### config.mk
export PLATFORM = sky130hd
export DESIGN_NAME = change_dispenser
export DESIGN_NICKNAME = d
export VERILOG_FILES = /design/src/rtl/change_dispenser.sv
export SDC_FILE = /design/constraint.sdc
export NUM_CORES = 1
export LEC_CHECK = 0
export CORE_MARGIN = 2
export CORE_UTILIZATION = 55
export CTS_CLUSTER_SIZE = 12
export DETAILED_ROUTE_END_ITERATION = 10
export GPL_TIMING_DRIVEN = 1
export PLACE_DENSITY = 0.81
export SYNTH_ARGS = -nofsm -noshare
export SYNTH_HDL_FRONTEND = slang
export SYNTH_SLANG_ARGS = --single-unit
### constraint.sdc
create_clock -name clk -period 6.02 [get_ports clk]
set_input_delay 0.903 -clock clk [delete_from_list [all_inputs] [get_ports clk]]
set_output_delay 0.903 -clock clk [all_outputs]
set_load 0.05 [all_outputs]
### src/rtl/change_dispenser.sv
// change_dispenser: queues vend/change jobs and drives a one-item-at-a-time ejector handshake with hopper tracking
module change_dispenser #(
  parameter int DEPTH   = 4,
  parameter int CNT_W   = 8,
  parameter int TIMEOUT = 15
) (
  input  logic             clk,
  input  logic             rst,
  input  logic             vend,
  input  logic [1:0]       change,
  input  logic             fill_5,
  input  logic             fill_10,
  input  logic             eject_ack,
  output logic             eject_req,
  output logic [1:0]       eject_sel,
  output logic             busy,
  output logic             full,
  output logic             fault,
  output logic [CNT_W-1:0] cnt_5,
  output logic [CNT_W-1:0] cnt_10
);
  localparam int AW = $clog2(DEPTH);
  localparam int TW = $clog2(TIMEOUT + 1);
  typedef enum logic [1:0] {IDLE, PLAN, REQ, FAULT} state_t;
  state_t           state_q;
  logic [2:0]       mem_q [DEPTH];
  logic [AW-1:0]    wr_q, rd_q;
  logic [AW:0]      count_q, count_d;
  logic             prod_due_q, req_q, fault_q;
  logic [1:0]       owed_q, sel_q;
  logic [TW-1:0]    timer_q;
  logic [CNT_W-1:0] cnt5_q, cnt5_d, cnt10_q, cnt10_d;
  logic             evt, pop, push, drop, take, dec5, dec10;
  assign evt   = vend | (|change);
  assign pop   = (state_q == IDLE) && (count_q != '0);
  assign full  = count_q == (AW+1)'(DEPTH);
  assign push  = evt && (!full || pop);
  assign drop  = evt && full && !pop;
  assign take  = (state_q == REQ) && eject_ack;
  assign dec5  = take && (sel_q == 2'b01);
  assign dec10 = take && (sel_q == 2'b10);
  assign busy  = (state_q != IDLE) || (count_q != '0);
  assign eject_req = req_q;
  assign eject_sel = sel_q;
  assign fault     = fault_q;
  assign cnt_5     = cnt5_q;
  assign cnt_10    = cnt10_q;
  assign count_d = count_q + (AW+1)'(push) - (AW+1)'(pop);
  // a fill and an eject on the same hopper cancel; fills saturate
  always_comb begin
    cnt5_d  = (fill_5 && !dec5) ? ((&cnt5_q) ? cnt5_q : cnt5_q + 1'b1)
            : (dec5 && !fill_5) ? cnt5_q - 1'b1 : cnt5_q;
    cnt10_d = (fill_10 && !dec10) ? ((&cnt10_q) ? cnt10_q : cnt10_q + 1'b1)
            : (dec10 && !fill_10) ? cnt10_q - 1'b1 : cnt10_q;
  end
  always_ff @(posedge clk) begin
    if (push) mem_q[wr_q] <= {vend, change};
  end
  always_ff @(posedge clk or negedge rst) begin
    if (!rst) begin
      wr_q    <= '0;
      rd_q    <= '0;
      count_q <= '0;
      cnt5_q  <= '0;
      cnt10_q <= '0;
    end else begin
      wr_q    <= push ? wr_q + 1'b1 : wr_q;
      rd_q    <= pop ? rd_q + 1'b1 : rd_q;
      count_q <= count_d;
      cnt5_q  <= cnt5_d;
      cnt10_q <= cnt10_d;
    end
  end
  always_ff @(posedge clk or negedge rst) begin
    if (!rst) begin
      state_q    <= IDLE;
      prod_due_q <= 1'b0;
      owed_q     <= '0;
      timer_q    <= '0;
      req_q      <= 1'b0;
      sel_q      <= 2'b00;
      fault_q    <= 1'b0;
    end else begin
      case (state_q)
        IDLE: if (pop) begin
          {prod_due_q, owed_q} <= mem_q[rd_q];
          state_q <= PLAN;
        end
        PLAN: begin
          timer_q <= '0;
          if (prod_due_q) begin
            sel_q   <= 2'b00;
            req_q   <= 1'b1;
            state_q <= REQ;
          end else if (owed_q >= 2'd2 && cnt10_q != '0) begin
            sel_q   <= 2'b10;
            req_q   <= 1'b1;
            state_q <= REQ;
          end else if (owed_q != 2'd0 && cnt5_q != '0) begin
            sel_q   <= 2'b01;
            req_q   <= 1'b1;
            state_q <= REQ;
          end else if (owed_q == 2'd0) begin
            state_q <= IDLE;
          end else begin
            state_q <= FAULT;
            fault_q <= 1'b1;
          end
        end
        REQ: if (eject_ack) begin
          // sel encodes the coin value in 5-units, so it doubles as the amount paid
          prod_due_q <= 1'b0;
          owed_q     <= owed_q - sel_q;
          req_q      <= 1'b0;
          state_q    <= PLAN;
        end else if (timer_q == TW'(TIMEOUT - 1)) begin
          req_q   <= 1'b0;
          fault_q <= 1'b1;
          state_q <= FAULT;
        end else begin
          timer_q <= timer_q + 1'b1;
        end
        default: req_q <= 1'b0;
      endcase
      if (drop) fault_q <= 1'b1;
    end
  end
endmodule

==> results.toml, run 1 <==
[synthesis]
async_flop_share_pct = 75.0
seq_area_frac_synth_pct = 43.7
ys_types = 53
synth_seq_cells = 48
syn-cell-area_sq_um = 2890
syn_avg_cell_area_sq_um = 11.3
synth_nets = 290
synth_edf_count = 12
syn_inst = 255
ys_warn_count = 0
synth_ff_type = "dfrtp_1"

[placed_design]
gp_congestion = 0.853
hpwl_mm = 3.96
dp.cells = 351
numPortBuffers = 29

[cells_and_area]
drive_above_1_share_pct = 9.34
stdcell_count = 359
nets = 323
num_antenna_cells = 0
fillers = 417
area_growth_pct = 15.4

[sta]
setup_viol = 0
finalClockSkew_ns = 0.00970
slew_headroom_pct = 45.9
max_freq_mhz = 320
rsz0062_at_grt = "no"
worst_slew_pin_slew_ns = 0.811
finalSetupTns_ns = 0
finalHoldViolCount = 0
min_period_ns = 3.13
min_period_over_period_pct = 52.0
drv_slew = 0

[floorplan]
start_util_pct = 56.9
core-area_sq_um = 5070
die_y_um = 76.4
die-area_sq_um = 5840
rows = 26
num_io_pins = 30
dieWidth_um = 76.4

[grt]
grt.overflow.total = 0
grt_max_degree = 37
grt_usage_pct = 19.5
antenna_found_initial = 0
grt_pass1_vias = 2049
grt_pass1_wl_mm = 9.19

[setup_path]
worstPathRequired_ns = 6.21
cp_top_family = "compound AO/OA/AOI/OAI gates"
critPathMaxFanout = 8
cp_cell_sequence = "clkdlybuf4s50_1, nand4b_1, nand2_1, ha_1, a211oi_1, o21bai_1, a21oi_1, xnor2_1, mux2_2"
crit_path_max_incr_delay_ns = 0.57
regToRegSetupSlack_ns = 3.09
critPathLaunchType = "input port"
path_class = "input port to flip-flop"
crit_arrival_ns = 3.31
crit_buf_inv = 1
critPathSlowestCell = "clkdlybuf4s50_1"
worst_setup_path_end_kind = "flip-flop"

[routing]
wl_met3_um = 120
drc = 0
route.met2.wl_mm = 2.62
wl_per_cell_um = 14.7
drt-met1-wl_mm = 2.44
drtIter0Drc = 180
vias = 1994
wirelength_mm = 5.26
dr.pass1.iters = 4
top_layer = "met4"
vias_per_cell = 5.55
ant_nets = 0

[clocking]
cts_buffers = 5
htree_levels = 2
clk_latency_ns = 0.30
clockBufferDepth = 2
cts_resized = 0
cts-root-buf = "clkbuf_8"
clk_pin_slew_ns = 0.08
tritoncts = "yes"
cts_setup_buffers = 0
clock_sinks = 48
cts_hold_buf = 0

[run]
max_cap_violations = 0

[power]
p_per_area_nw_per_um2 = 596
vdd_drop_max_v = 0.000268
leakage_uw = 0.00139

[status]
status = "finished clean"

[min_path]
hold_class = "flip-flop to flip-flop"
layout make-up:
| cell class | count | area, sq um | share of cell area [%] |
|---|---|---|---|
| sequential | 48 | 1260 | 37.9 |
| tap | 70 | 87.6 | 2.63 |
| timing repair buffer | 29 | 285 | 8.56 |
| multi-input combinational | 193 | 1570 | 47.0 |
| clock buffer | 8 | 90.1 | 2.70 |
| inverter | 11 | 41.3 | 1.24 |
cells by family after synthesis:
logic type	count (synthesis)	synth area share, %
xor gates and xnor gates	20	6.07
adders and majority gates	27	12.5
DFF	48	43.7
and+or+nand+nor	76	15.9
AOI/OAI and AO/OA	56	13.2
buffers and inverters	14	2.04
muxes	14	6.63
routing by layer:
metal | up-vias | track usage, %
li1 | 989 | -
met1 | 971 | 24.7
met4 | 0 | 7.27
met2 | 25 | 33.6
met5 | - | 0
met3 | 9 | 3.32
state kept, by name, summed over array words and instances (netlist names):
name and count:
owed_q 2, state_q 2, timer_q 4, eject_sel 2
rd_q 2, mem_q 12, count_q 3, wr_q 2
cnt_5 8, eject_req 1, cnt_10 8, fault 1
prod_due_q 1
cells in the mapped netlist, types with 5 or more instances:
cell type / count / share of area, %
xor2_1: 8 / 2.4
mux2_1: 5 / 2.0
a21oi_1: 19 / 3.3
ha_1: 24 / 10
nand2_1: 19 / 2.5
inv_1: 11 / 1.4
and2_1: 5 / 1.1
dfrtp_1: 36 / 31
a21o_1: 6 / 1.6
xnor2_1: 12 / 3.6
nor2_1: 13 / 1.7
nand4_1: 7 / 1.5
edfxtp_1: 12 / 12
nand3_1: 8 / 1.4
o21ai_0: 12 / 2.1
path summary, 6_finish.rpt:
path	startpoint	cells after the start	to
max in group asynchronous	rst	1	count_q[2]$_DFF_PN0_
setup / recovery	eject_ack	9	cnt_10[6]$_DFFE_PN0P_
hold reg to reg	eject_req$_DFFE_PN0P_	1	eject_req$_DFFE_PN0P_
hold / removal	eject_req$_DFFE_PN0P_	1	eject_req$_DFFE_PN0P_
setup reg to reg	state_q[0]$_DFFE_PN0P_	10	cnt_10[6]$_DFFE_PN0P_
min in group asynchronous	rst	1	cnt_5[4]$_DFFE_PN0P_
cell usage in the layout (no fill, tap or decap), types with 6 or more instances in the layout:
master	Yosys	layout
inv_1	11	11
nand3_1	8	8
clkdlybuf4s50_1	0	28
edfxtp_1	12	12
nand2_1	19	19
xnor2_1	12	12
o21ai_0	12	12
a21oi_1	19	19
clkbuf_8	0	6
ha_1	24	24
nor2_1	13	13
xor2_1	8	8
a21o_1	6	6
nand4_1	7	7
dfrtp_1	36	36
report_power, final:
group	internal, uW	switching [uW]	leakage (uW)
clock	93.7	99.9	0.0000455
combinational	481	661	0.000804
sequential	481	169	0.000539
per-stage QoR:
step                area (sq um)  total power [uW]  util, %  setup WS (ns)  hold WS (ns)
finish                      3330              1990     65.7           2.89         0.524
global route                3330              2140     65.7           2.79         0.547
CTS                         3330              2000     65.7           2.95         0.527
detailed placement          3240              1800     63.9           2.64         0.507
global placement            3240              1760     63.9           2.72         0.497
floorplan                   2890              1500        -           3.14         0.505
Note: power is estimated with default switching activity, not from simulation.
==> inputs of run 2 (changes only) <==
Clock period 6.02 ns to 3.2 ns, I/O delays scaled along.
==> run 2 against run 1 <==
Count of clock-buffer cells in the layout shrank 3. Via count shrank 0.25%. Sequential power grew 88%. Combinational power grew 88%. Setup slack lost 2.4 ns.
==> results.toml, run 2 (same netlist as run 1, synthesis figures left out) <==
[grt]
grt_max_degree = 37
grt_pass1_wl_mm = 8.83
grt_pass1_vias = 1938
grt.overflow.total = 0
grt_usage_pct = 18.5
antenna_found_initial = 0

[setup_path]
critPathSlowestCell = "dfrtp_1"
r2r_end = "cnt_10[7]$_DFFE_PN0P_"
cp_top_family = "simple AND/OR/NAND/NOR gates"
path_class = "flip-flop to flip-flop"
cp.depth = 10
reg2regPathDepth = 10
crit_path_max_incr_delay_ns = 0.42
cp-endpoint = "cnt_10[7]$_DFFE_PN0P_"
worstPathRequired_ns = 3.43
crit_arrival_ns = 2.97
r2r_start = "state_q[0]$_DFFE_PN0P_"
critPathLaunchType = "flip-flop"
worst_setup_path_end_kind = "flip-flop"
crit_buf_inv = 1
regToRegSetupSlack_ns = 0.46
crit_path_start = "state_q[0]$_DFFE_PN0P_"
cp_cell_sequence = "inv_1, ha_1, nand4b_1, nand2_1, ha_1, a21oi_1, a21oi_1, and3b_1, mux2_4, mux2i_1"
critPathMaxFanout = 8

[power]
p_per_area_nw_per_um2 = 1110
power.switching_uw = 1750
p_comb_share_pct = 57.7
p_int_uw = 1960
leakage_uw = 0.00139
swShare_pct = 47.2
vdd_drop_max_v = 0.000561
p_seq_share_pct = 32.8
pwr-share-clk_pct = 9.4

[routing]
dr.pass1.iters = 4
wirelength_mm = 5.12
vias_per_cell = 5.53
drc = 0
wl_per_cell_um = 14.2
ant_nets = 0
vias = 1989
drtIter0Drc = 79

[sta]
slew_headroom_pct = 45.8
finalClockSkew_ns = 0.00691
setup_viol = 0
finalHoldViolCount = 0
min_period_ns = 2.74
worst_slew_pin_slew_ns = 0.813
max_freq_mhz = 365
drv_slew = 0
rsz0062_at_grt = "no"
finalSetupTns_ns = 0
min_period_over_period_pct = 85.7

[floorplan]
dieWidth_um = 76.4
core-area_sq_um = 5070
rows = 26
num_io_pins = 30
die-area_sq_um = 5840
die_y_um = 76.4
start_util_pct = 56.9

[placed_design]
gp_congestion = 0.854
numPortBuffers = 29
hpwl_mm = 3.88
dp.cells = 352

[clocking]
clockBufferDepth = 2
cts-root-buf = "clkbuf_8"
clk_latency_ns = 0.30
cts_hold_buf = 0
tritoncts = "yes"
cts_setup_buffers = 0
clk_pin_slew_ns = 0.09
htree_levels = 2
clock_sinks = 48
cts_buffers = 5
cts_resized = 0

[cells_and_area]
stdcell_count = 360
area_growth_pct = 15.4
largest_reg_flops = 12
top_register = "mem_q"
final_common_cell = "dfrtp_1"
nets = 324
layout_common_cells = "dfrtp_1 (36), clkdlybuf4s50_1 (28), ha_1 (24)"
drive_above_1_share_pct = 10.0
num_antenna_cells = 0

[status]
status = "finished clean"

[run]
max_cap_violations = 0

[min_path]
hold_class = "input port to async pin"
run 2: cell types whose count changed in the layout (fill, tap and decap cells not counted), sizes merged:
cell    previous run  this run
buf                1         2
clkbuf             8         5
clkinv             0         3
run 2: layer usage:
layer / global-route usage, % / vias to the layer above / wire, um
met5: 0 / - / 0
met4: 5.09 / 0 / 68
met3: 3.32 / 6 / 150
met2: 31.8 / 25 / 2480
met1: 24.2 / 960 / 2410
li1: - / 998 / -
run 2: power groups by stage:
| stage | combinational, uW | sequential (uW) | clock, uW |
|---|---|---|---|
| floorplan | 1230 | 1580 | 0 |
| global placement | 2090 | 1220 | 0 |
| detailed placement | 2150 | 1230 | 0 |
| CTS | 2160 | 1220 | 361 |
| global route | 2360 | 1270 | 384 |
| finish | 2140 | 1220 | 350 |
run 2: cell type report:
cell class | count | area (sq um)
sequential | 48 | 1260
timing repair buffer | 30 | 293
clock inverter | 3 | 13.8
tap | 70 | 87.6
inverter | 11 | 41.3
clock buffer | 5 | 68.8
multi-input combinational | 193 | 1570
fill | 417 | 1740
run 2: worst min path at each step:
stage / slack (ns) / start / to
after CTS: 0.29 / rst / cnt_5[4]$_DFFE_PN0P_
final: 0.26 / rst / cnt_5[4]$_DFFE_PN0P_
after global placement: 0.49 / eject_req$_DFFE_PN0P_ / eject_req$_DFFE_PN0P_
after detailed placement: 0.48 / fault$_DFFE_PN0P_ / fault$_DFFE_PN0P_
after global routing: 0.33 / rst / cnt_5[4]$_DFFE_PN0P_
after floorplan: 0.18 / rst / cnt_10[0]$_DFFE_PN0P_
run 2: through the flow:
step	hold WS [ns]	setup slack [ns]	cell area, sq um	total power (uW)	utilization, %
finish	0.261	0.458	3330	3710	65.7
global route	0.332	0.247	3330	4010	65.7
CTS	0.288	0.457	3330	3740	65.7
detailed placement	0.484	0.246	3250	3380	64.0
global placement	0.495	0.329	3250	3320	64.0
floorplan	0.184	0.325	2890	2810	-
